**config.mk**
```make
export PLATFORM = sky130hd
export DESIGN_NAME = apb_fll_cfg_bridge
export DESIGN_NICKNAME = d
export VERILOG_FILES = /design/src/rtl/fll_cfg_pkg.sv /design/src/rtl/fll_lock_sync.sv /design/src/rtl/apb_fll_cfg_bridge.sv
export SDC_FILE = /design/constraint.sdc
export NUM_CORES = 1
export LEC_CHECK = 0
export ABC_AREA = 1
export ABC_CLOCK_PERIOD_IN_PS = 4350
export BUFFER_PORTS_ARGS = -buffer_cell sky130_fd_sc_hd__buf_4
export CORE_MARGIN = 2
export CORE_UTILIZATION = 29
export CTS_BUF_LIST = sky130_fd_sc_hd__clkbuf_2
export CTS_CLUSTER_SIZE = 28
export DETAILED_ROUTE_END_ITERATION = 10
export GPL_TIMING_DRIVEN = 0
export HOLD_SLACK_MARGIN = 0.1
export PLACE_DENSITY = 0.58
export REMOVE_ABC_BUFFERS = 1
export SYNTH_ARGS = -nofsm -noshare
export SYNTH_HDL_FRONTEND = slang
export SYNTH_SLANG_ARGS = --single-unit
```
**constraint.sdc**
```tcl
create_clock -name clk_i -period 4.35 [get_ports clk_i]
set_input_delay 0.6525 -clock clk_i [delete_from_list [all_inputs] [get_ports clk_i]]
set_output_delay 0.6525 -clock clk_i [all_outputs]
set_load 0.1 [all_outputs]
```
**src/rtl/fll_cfg_pkg.sv**
```systemverilog
`default_nettype none
// ============================================================================
//  Module      : fll_cfg_pkg
//  Description : Shared types and constants for the APB-to-FLL config bridge:
//                FSM state encoding, register index map, STATUS bit positions.
//  Revision    : 1.0 - initial release
// ============================================================================
package fll_cfg_pkg;

  // Bridge FSM states; one FLL transaction walks IDLE->REQ->RELEASE->RESP
  typedef enum logic [1:0] {
    IDLE    = 2'd0,
    REQ     = 2'd1,
    RELEASE = 2'd2,
    RESP    = 2'd3
  } state_e;

  // Register index as decoded from PADDR[4:2]
  localparam logic [2:0] FLL_REG0   = 3'd0;
  localparam logic [2:0] FLL_REG1   = 3'd1;
  localparam logic [2:0] FLL_REG2   = 3'd2;
  localparam logic [2:0] FLL_REG3   = 3'd3;
  localparam logic [2:0] STATUS_IDX = 3'd4;

  // STATUS register bit positions
  localparam int LOCK_BIT    = 0;
  localparam int TIMEOUT_BIT = 1;

endpackage
`default_nettype wire

```
**src/rtl/fll_lock_sync.sv**
```systemverilog
`default_nettype none
// ============================================================================
//  Module      : fll_lock_sync
//  Description : Generic two-flop synchronizer bringing an asynchronous level
//                into the clk_i domain. Both stages reset to 0.
//  Revision    : 1.0 - initial release
// ============================================================================
module fll_lock_sync #(
  parameter int WIDTH = 1
) (
  input  logic             clk_i,
  input  logic             rstn_i,
  input  logic [WIDTH-1:0] d_i,
  output logic [WIDTH-1:0] q_o
);

  logic [WIDTH-1:0] meta_q, meta_d;
  logic [WIDTH-1:0] sync_q, sync_d;

  // Shift the asynchronous input through two stages
  always_comb begin
    meta_d = d_i;
    sync_d = meta_q;
  end

  // Synchronizer flops; the first stage may go metastable, the second resolves it
  always_ff @(posedge clk_i or negedge rstn_i) begin
    if (!rstn_i) begin
      meta_q <= '0;
      sync_q <= '0;
    end else begin
      meta_q <= meta_d;
      sync_q <= sync_d;
    end
  end

  assign q_o = sync_q;

endmodule
`default_nettype wire

```
**src/rtl/apb_fll_cfg_bridge.sv**
```systemverilog
`default_nettype none
// ============================================================================
//  Module      : apb_fll_cfg_bridge
//  Description : APB slave that turns each access to an FLL register into one
//                four-phase req/ack transaction on the FLL configuration port,
//                with per-phase timeout. Also hosts a local STATUS register
//                (synchronized lock flag, sticky timeout flag).
//  Revision    : 1.0 - initial release
// ============================================================================
module apb_fll_cfg_bridge
  import fll_cfg_pkg::*;
#(
  parameter int APB_ADDR_WIDTH = 12,
  parameter int TIMEOUT_CYCLES = 255
) (
  input  logic                      clk_i,
  input  logic                      rstn_i,
  // APB slave
  input  logic [APB_ADDR_WIDTH-1:0] PADDR,
  input  logic [31:0]               PWDATA,
  input  logic                      PWRITE,
  input  logic                      PSEL,
  input  logic                      PENABLE,
  output logic [31:0]               PRDATA,
  output logic                      PREADY,
  output logic                      PSLVERR,
  // FLL configuration port (initiator side)
  output logic                      fll_req_o,
  output logic                      fll_wrn_o,
  output logic [1:0]                fll_add_o,
  output logic [31:0]               fll_data_o,
  input  logic                      fll_ack_i,
  input  logic [31:0]               fll_r_data_i,
  input  logic                      fll_lock_i
);

  localparam int               CNT_W     = $clog2(TIMEOUT_CYCLES + 1);
  localparam logic [CNT_W-1:0] TMO_LIMIT = CNT_W'(TIMEOUT_CYCLES);
  localparam logic [CNT_W-1:0] CNT_ONE   = CNT_W'(1);

  state_e           state_q, state_d;
  logic [CNT_W-1:0] cnt_q, cnt_d;
  logic             wrn_q, wrn_d;
  logic [1:0]       add_q, add_d;
  logic [31:0]      data_q, data_d;
  logic [31:0]      prdata_q, prdata_d;
  logic             pslverr_q, pslverr_d;
  logic             timeout_sticky_q, timeout_sticky_d;

  logic             lock_sync;
  logic [2:0]       reg_idx;
  logic [31:0]      status_word;
  logic             apb_access;
  logic             timeout_hit;
  logic             unused_paddr;

  // Only PADDR[4:2] takes part in decoding; the remaining bits are ignored
  assign unused_paddr = ^{PADDR[APB_ADDR_WIDTH-1:5], PADDR[1:0]};

  assign reg_idx     = PADDR[4:2];
  assign apb_access  = PSEL & PENABLE;
  assign timeout_hit = (cnt_q == TMO_LIMIT);

  fll_lock_sync #(
    .WIDTH (1)
  ) u_lock_sync (
    .clk_i  (clk_i),
    .rstn_i (rstn_i),
    .d_i    (fll_lock_i),
    .q_o    (lock_sync)
  );

  // Assemble the STATUS read value; unused bits read as zero
  always_comb begin
    status_word              = '0;
    status_word[LOCK_BIT]    = lock_sync;
    status_word[TIMEOUT_BIT] = timeout_sticky_q;
  end

  // Next-state, timeout counter and response register update
  always_comb begin
    state_d          = state_q;
    wrn_d            = wrn_q;
    add_d            = add_q;
    data_d           = data_q;
    prdata_d         = prdata_q;
    pslverr_d        = pslverr_q;
    timeout_sticky_d = timeout_sticky_q;

    unique case (state_q)
      IDLE: begin
        if (apb_access) begin
          // Each access starts with a clean response
          prdata_d  = '0;
          pslverr_d = 1'b0;
          case (reg_idx)
            FLL_REG0, FLL_REG1, FLL_REG2, FLL_REG3: begin
              // Command fields are held on the port for the whole handshake
              // and beyond, until the next FLL access overwrites them
              wrn_d   = ~PWRITE;
              add_d   = reg_idx[1:0];
              data_d  = PWDATA;
              state_d = REQ;
            end
            STATUS_IDX: begin
              if (PWRITE) begin
                if (PWDATA[TIMEOUT_BIT]) begin
                  timeout_sticky_d = 1'b0;
                end
              end else begin
                prdata_d = status_word;
              end
              state_d = RESP;
            end
            default: begin
              pslverr_d = 1'b1;
              state_d   = RESP;
            end
          endcase
        end
      end

      REQ: begin
        if (fll_ack_i) begin
          // Writes return zero; read data is only valid while ack is high
          prdata_d = wrn_q ? fll_r_data_i : 32'h0;
          state_d  = RELEASE;
        end else if (timeout_hit) begin
          pslverr_d        = 1'b1;
          timeout_sticky_d = 1'b1;
          state_d          = RELEASE;
        end
      end

      RELEASE: begin
        if (!fll_ack_i) begin
          state_d = RESP;
        end else if (timeout_hit) begin
          pslverr_d        = 1'b1;
          timeout_sticky_d = 1'b1;
          state_d          = RESP;
        end
      end

      RESP: begin
        state_d = IDLE;
      end

      default: begin
        state_d = IDLE;
      end
    endcase

    // Counter restarts on every state entry and only runs while waiting
    if ((state_d != state_q) || (state_q == IDLE) || (state_q == RESP)) begin
      cnt_d = '0;
    end else begin
      cnt_d = cnt_q + CNT_ONE;
    end
  end

  // State and datapath registers, cleared asynchronously so a pending request drops at once
  always_ff @(posedge clk_i or negedge rstn_i) begin
    if (!rstn_i) begin
      state_q          <= IDLE;
      cnt_q            <= '0;
      wrn_q            <= 1'b1;
      add_q            <= 2'b00;
      data_q           <= 32'h0;
      prdata_q         <= 32'h0;
      pslverr_q        <= 1'b0;
      timeout_sticky_q <= 1'b0;
    end else begin
      state_q          <= state_d;
      cnt_q            <= cnt_d;
      wrn_q            <= wrn_d;
      add_q            <= add_d;
      data_q           <= data_d;
      prdata_q         <= prdata_d;
      pslverr_q        <= pslverr_d;
      timeout_sticky_q <= timeout_sticky_d;
    end
  end

  // Handshake and ready are pure state decodes, so they fall with the async reset
  assign fll_req_o  = (state_q == REQ);
  assign PREADY     = (state_q == RESP);
  assign PRDATA     = prdata_q;
  assign PSLVERR    = pslverr_q;
  assign fll_wrn_o  = wrn_q;
  assign fll_add_o  = add_q;
  assign fll_data_o = data_q;

endmodule
`default_nettype wire

```
== Yosys cells after proc, flatten, opt, wreduce, memory -nomap -nowiden ==
Cells that the tools add are included.
Word-level totals
  bits in registers: 81
  input port bits: 83
  output and inout bits: 70
  logic and storage cells: 69
Operators by class
  $add $sub $neg: 1
  equal/unequal tests: 16
  mux-type cells: 28
  bitwise operators: 2
  reduce and logical (&&, ||, !) cells: 12
Operators by type and width (count)
  $mux 32: 3
  $pmux 32 s2: 1
  $mux 2: 8
  $mux 1: 12
  $ne 2x2->1 const B: 5
  $add 8x1->8 const B: 1
  $eq 8x8->1 const B: 1
  $mux 8: 1
  $pmux 2 s4: 1
  $reduce_and 7->1: 1
  $eq 3x2->1 const B: 2
  $pmux 1 s3: 2
  $reduce_and 3->1: 2
  $reduce_or 5->1: 1
  $eq 2x2->1 const B: 2
  $ne 2x1->1 const B: 2
  $reduce_and 4->1: 1
  $reduce_or 4->1: 1
  $eq 3x1->1 const B: 1
  $eq 3x3->1 const B: 1
  $logic_not 3->1: 1
  $reduce_bool 3->1: 1
  $eq 2x1->1 const B: 1
  $logic_not 2->1: 1
  5 further kinds: 6

== Depth between registers and ports, before layout ==
  depth in word-level cells: 9
  mapped depth: 11
  mapped depth without buffers: 11

== Modules after synthesis ==
A second synthesis with hierarchy kept.
Unflattened totals
  cells, all modules: 388
  area total of the unflattened synthesis: 3503.4 um^2
Modules (own cells, without submodules)
  apb_fll_cfg_bridge: times used 1, cells each 386, area an instance 3453.3 um^2, seq. area each 1978.1 um^2
  fll_lock_sync: times used 1, cells each 2, area an instance 50.0 um^2, seq. area each 50.0 um^2

== Worst setup path after synthesis ==
OpenSTA, ideal clock, no wires.
  path type: register to register
  from: register state_q[1]
  to: register prdata_q[24] (netlist: PRDATA[24])
  setup time: 0.070 ns
  data arrival time: 2.276 ns
  data required time: 4.280 ns
  slack: 2.005 ns
  stages on the path, launching flop included: 9
  buffers on the path: 1
  clock period less this slack: 2.345 ns
  path through: dfrtp_1 inv_1 ha_1 nand2_1 o21a_1 nor2_2 buf_4 nand3_1 nand2_1
Between the ends
  longest elaborated chain between the ends: 3
  elaborated cells between the ends (all ways): 7
  those cells by class: eq/ne (3); mux (1); reduce/logical (3)
Ends and longest elaborated chain
  start, declared: RTL line apb_fll_cfg_bridge.sv:41  | state_e state_q, state_d;
  start signal, assigned: RTL line apb_fll_cfg_bridge.sv:174  | state_q <= state_d;
  $eq 2x1->1 (*)
  named net fll_req_o: RTL line apb_fll_cfg_bridge.sv:28  | output logic fll_req_o,
  $ne 2x1->1 (no line) / $reduce_bool 2->1 (equally long branches)
  $reduce_and 3->1 (no line)
  end signal, assigned: RTL line apb_fll_cfg_bridge.sv:179  | prdata_q <= prdata_d;
  end, declared: RTL line apb_fll_cfg_bridge.sv:46  | logic [31:0] prdata_q, prdata_d;
The timed path passes the listed nets; every way through them passes the cells marked *.
A chain may end at the register's enable or synchronous reset.

== Worst setup path after layout ==
  from: register state_q[1]
  to: register wrn_q (netlist: fll_wrn_o)
Between the ends
  longest elaborated chain between the ends: 2
Ends and longest elaborated chain
  $logic_not 2->1: RTL line apb_fll_cfg_bridge.sv:90  | unique case (state_q)
  $reduce_and 3->1 (no line)
  end signal, assigned: RTL line apb_fll_cfg_bridge.sv:176  | wrn_q <= wrn_d;
  end, declared: RTL line apb_fll_cfg_bridge.sv:43  | logic wrn_q, wrn_d;
No other way between the ends.

==> flow_summary.yaml <==
yosys:
  synth_top_cell_area_share_pct: 57.1
  synth_most_common_cell: "nand2_1"
  synth_cell_types: 26
  yosys_warnings: 0
  postSynth.asyncResetShare_pct: 100
  synth_edf_count: 0
  ys.flop_type: "dfrtp_1"
  synth_common_cells: "nand2_1 (149), dfrtp_1 (80), o21ai_0 (35)"
  yosysSeqAreaShare_pct: 57.9
  avgSynthCellArea_um2: 9.03
  syn_inst: 388
  synthTopCellsByArea: "dfrtp_1 (57%), nand2_1 (16%), o21ai_0 (5.0%)"
  yosys.area.top_type: "dfrtp_1"
  syn_area_um2: 3500
  ys_seq_elements: 81
route:
  drc: 0
  wl_per_cell_um: 13.3
  dr.first_iter.drc_count: 108
  antenna_left: 0
  vias: 3045
  wirelength_um: 8970
  drt-pass1-iter-count: 4
  viasPerCell: 4.51
die:
  coreArea_um2: 11900
  die_y_um: 114
  die_area_um2: 13000
  rows: 40
  start_util_pct: 29.4
  die_w_um: 114
  num_io_pins: 153
grt:
  grt_max_degree: 82
  use_met2_pct: 22.8
  gr-total-overflow: 0
  grt.busiest_layer: "met2"
  use_met3_pct: 6.11
  grt_use_met1_pct: 17.2
  grt_pass1_wl_um: 14600
  gr-usage-all-layers_pct: 14.3
  antenna_found_initial: 0
  grt_pass1_vias: 3031
placed_design:
  dpl.hpwl_um: 6260
  globalplace.congestion: 0.725
  portBuffers: 143
setup_path:
  crit_path_max_fanout: 38
  required_ns: 4.79
  worst_setup_path_start_kind: "flop"
  reg2reg_depth: 6
  crit_type: "flop to flop"
  worst_setup_path_end_kind: "flop"
  arrival_ns: 3.53
run_status:
  status: "completed"
cts:
  tritoncts: "done"
  post_cts_resized: 0
  cts_root_buf: "clkbuf_2"
  postCtsHoldBufs: 0
  clkLatencyLatePin_ns: 0.53
  ctsLongestPathBuffers: 2
  htree_num_levels: 3
  cts-buffers-inserted: 9
  cts_setup_buffers: 0
  cts_sinks: 81
  clk_pin_slew_ns: 0.24
final_layout:
  drive_gt1_share_pct: 34.5
  fillerInstances: 1207
  diodes: 0
  nets: 612
  area.growth.synth_to_final_pct: 37.5
sta:
  finalClockSkew_ns: 0.0342
  period_needed_ns: 3.08
  relSlewSlack_pct: 13.1
  period_share_pct: 70.9
  totalNegativeSetupSlack_ns: 0
  fmax_ghz: 0.324
  setup_violations: 0
  hold_violations: 0
  tightest_slew_ns: 1.30
  finalMaxSlewViolations: 0
  rsz0062_at_grt: "no"
hold_path:
  hold_path_class: "input port to flop"
  hold_depth: 1
job:
  cap_violations: 0
==> critical path, cell delays in order (launching register included) <==
cell	delay, ns
dfrtp_1	0.51
inv_1	0.16
ha_1	0.31
inv_2	0.08
nor3_4	1.02
inv_2	0.60
o21ai_0	0.30
==> cell families after synthesis <==
kind of cell	share of synthesized area, %
simple gates	27.1
buf+inv	4.18
fa+ha+maj	2.14
flops	57.9
compound gates	7.18
xor+xnor	1.50
==> per-stage QoR <==
step                util [%]  instance area [um^2]  hold WS [ns]  instances  setup slack (ns)
floorplan                  -                  3410         0.331        369              1.40
global placement        39.2                  4670         0.340        659              1.24
detailed placement      39.2                  4670         0.345        659              1.17
CTS                     40.4                  4810         0.137        675              1.17
global route            40.4                  4820         0.120        675             0.946
finish                  40.4                  4820         0.206        675              1.27
==> per-layer routing <==
metal / vias to the layer above / part of all wire (%)
met5: - / 0
met3: 12 / 11
met4: 0 / 1.3
met2: 110 / 46
li1: 1512 / -
met1: 1411 / 42
==> final timing paths <==
kind / from / endpoint / slack (ns)
min in group asynchronous: rstn_i / fll_data_o[19] / 0.23
max in group asynchronous: rstn_i / PRDATA[16] / 3.42
worst max-delay path: state_q[1] / fll_wrn_o / 1.27
worst max register to register: state_q[1] / fll_wrn_o / 1.27
worst min register to register: u_lock_sync.meta_q / u_lock_sync.q_o / 0.39
worst min-delay path: fll_lock_i / u_lock_sync.meta_q / 0.21
==> cells in the final DEF (no fill, tap or decap), drive strengths merged <==
master,netlist,final
clkbuf,10,10
a21oi,7,7
bufinv,0,2
dfstp,1,1
ha,6,6
nand3,35,35
clkinvlp,0,1
o21ai,35,35
a22oi,3,3
nor3,11,11
clkinv,0,2
nor2,12,12
nand4,1,1
inv,15,16
xnor2,3,3
xor2,3,3
o21a,2,2
nand2,155,155
buf,9,143
dfrtp,80,80
==> state kept, by name, summed over array words and instances (netlist names) <==
register / cells
PRDATA: 32
PSLVERR: 1
cnt_q: 8
fll_add_o: 2
fll_data_o: 32
fll_wrn_o: 1
state_q: 2
timeout_sticky_q: 1
u_lock_sync.meta_q: 1
u_lock_sync.q_o: 1
==> area by class of cell <==
| type | instances | area [um^2] | area share (%) |
|---|---|---|---|
| well taps | 147 | 184 | 3.82 |
| inverters | 15 | 56.3 | 1.17 |
| multi-input cells | 273 | 1330 | 27.7 |
| clock inverters | 6 | 90.1 | 1.87 |
| repair buffers | 143 | 1070 | 22.3 |
| flip-flops and latches | 81 | 2030 | 42.1 |
| clock buffers | 10 | 50.0 | 1.04 |
Power is left out: the tool's default activity adds up to more than one toggle a clock period on the data nets, which glitch-free logic cannot reach.
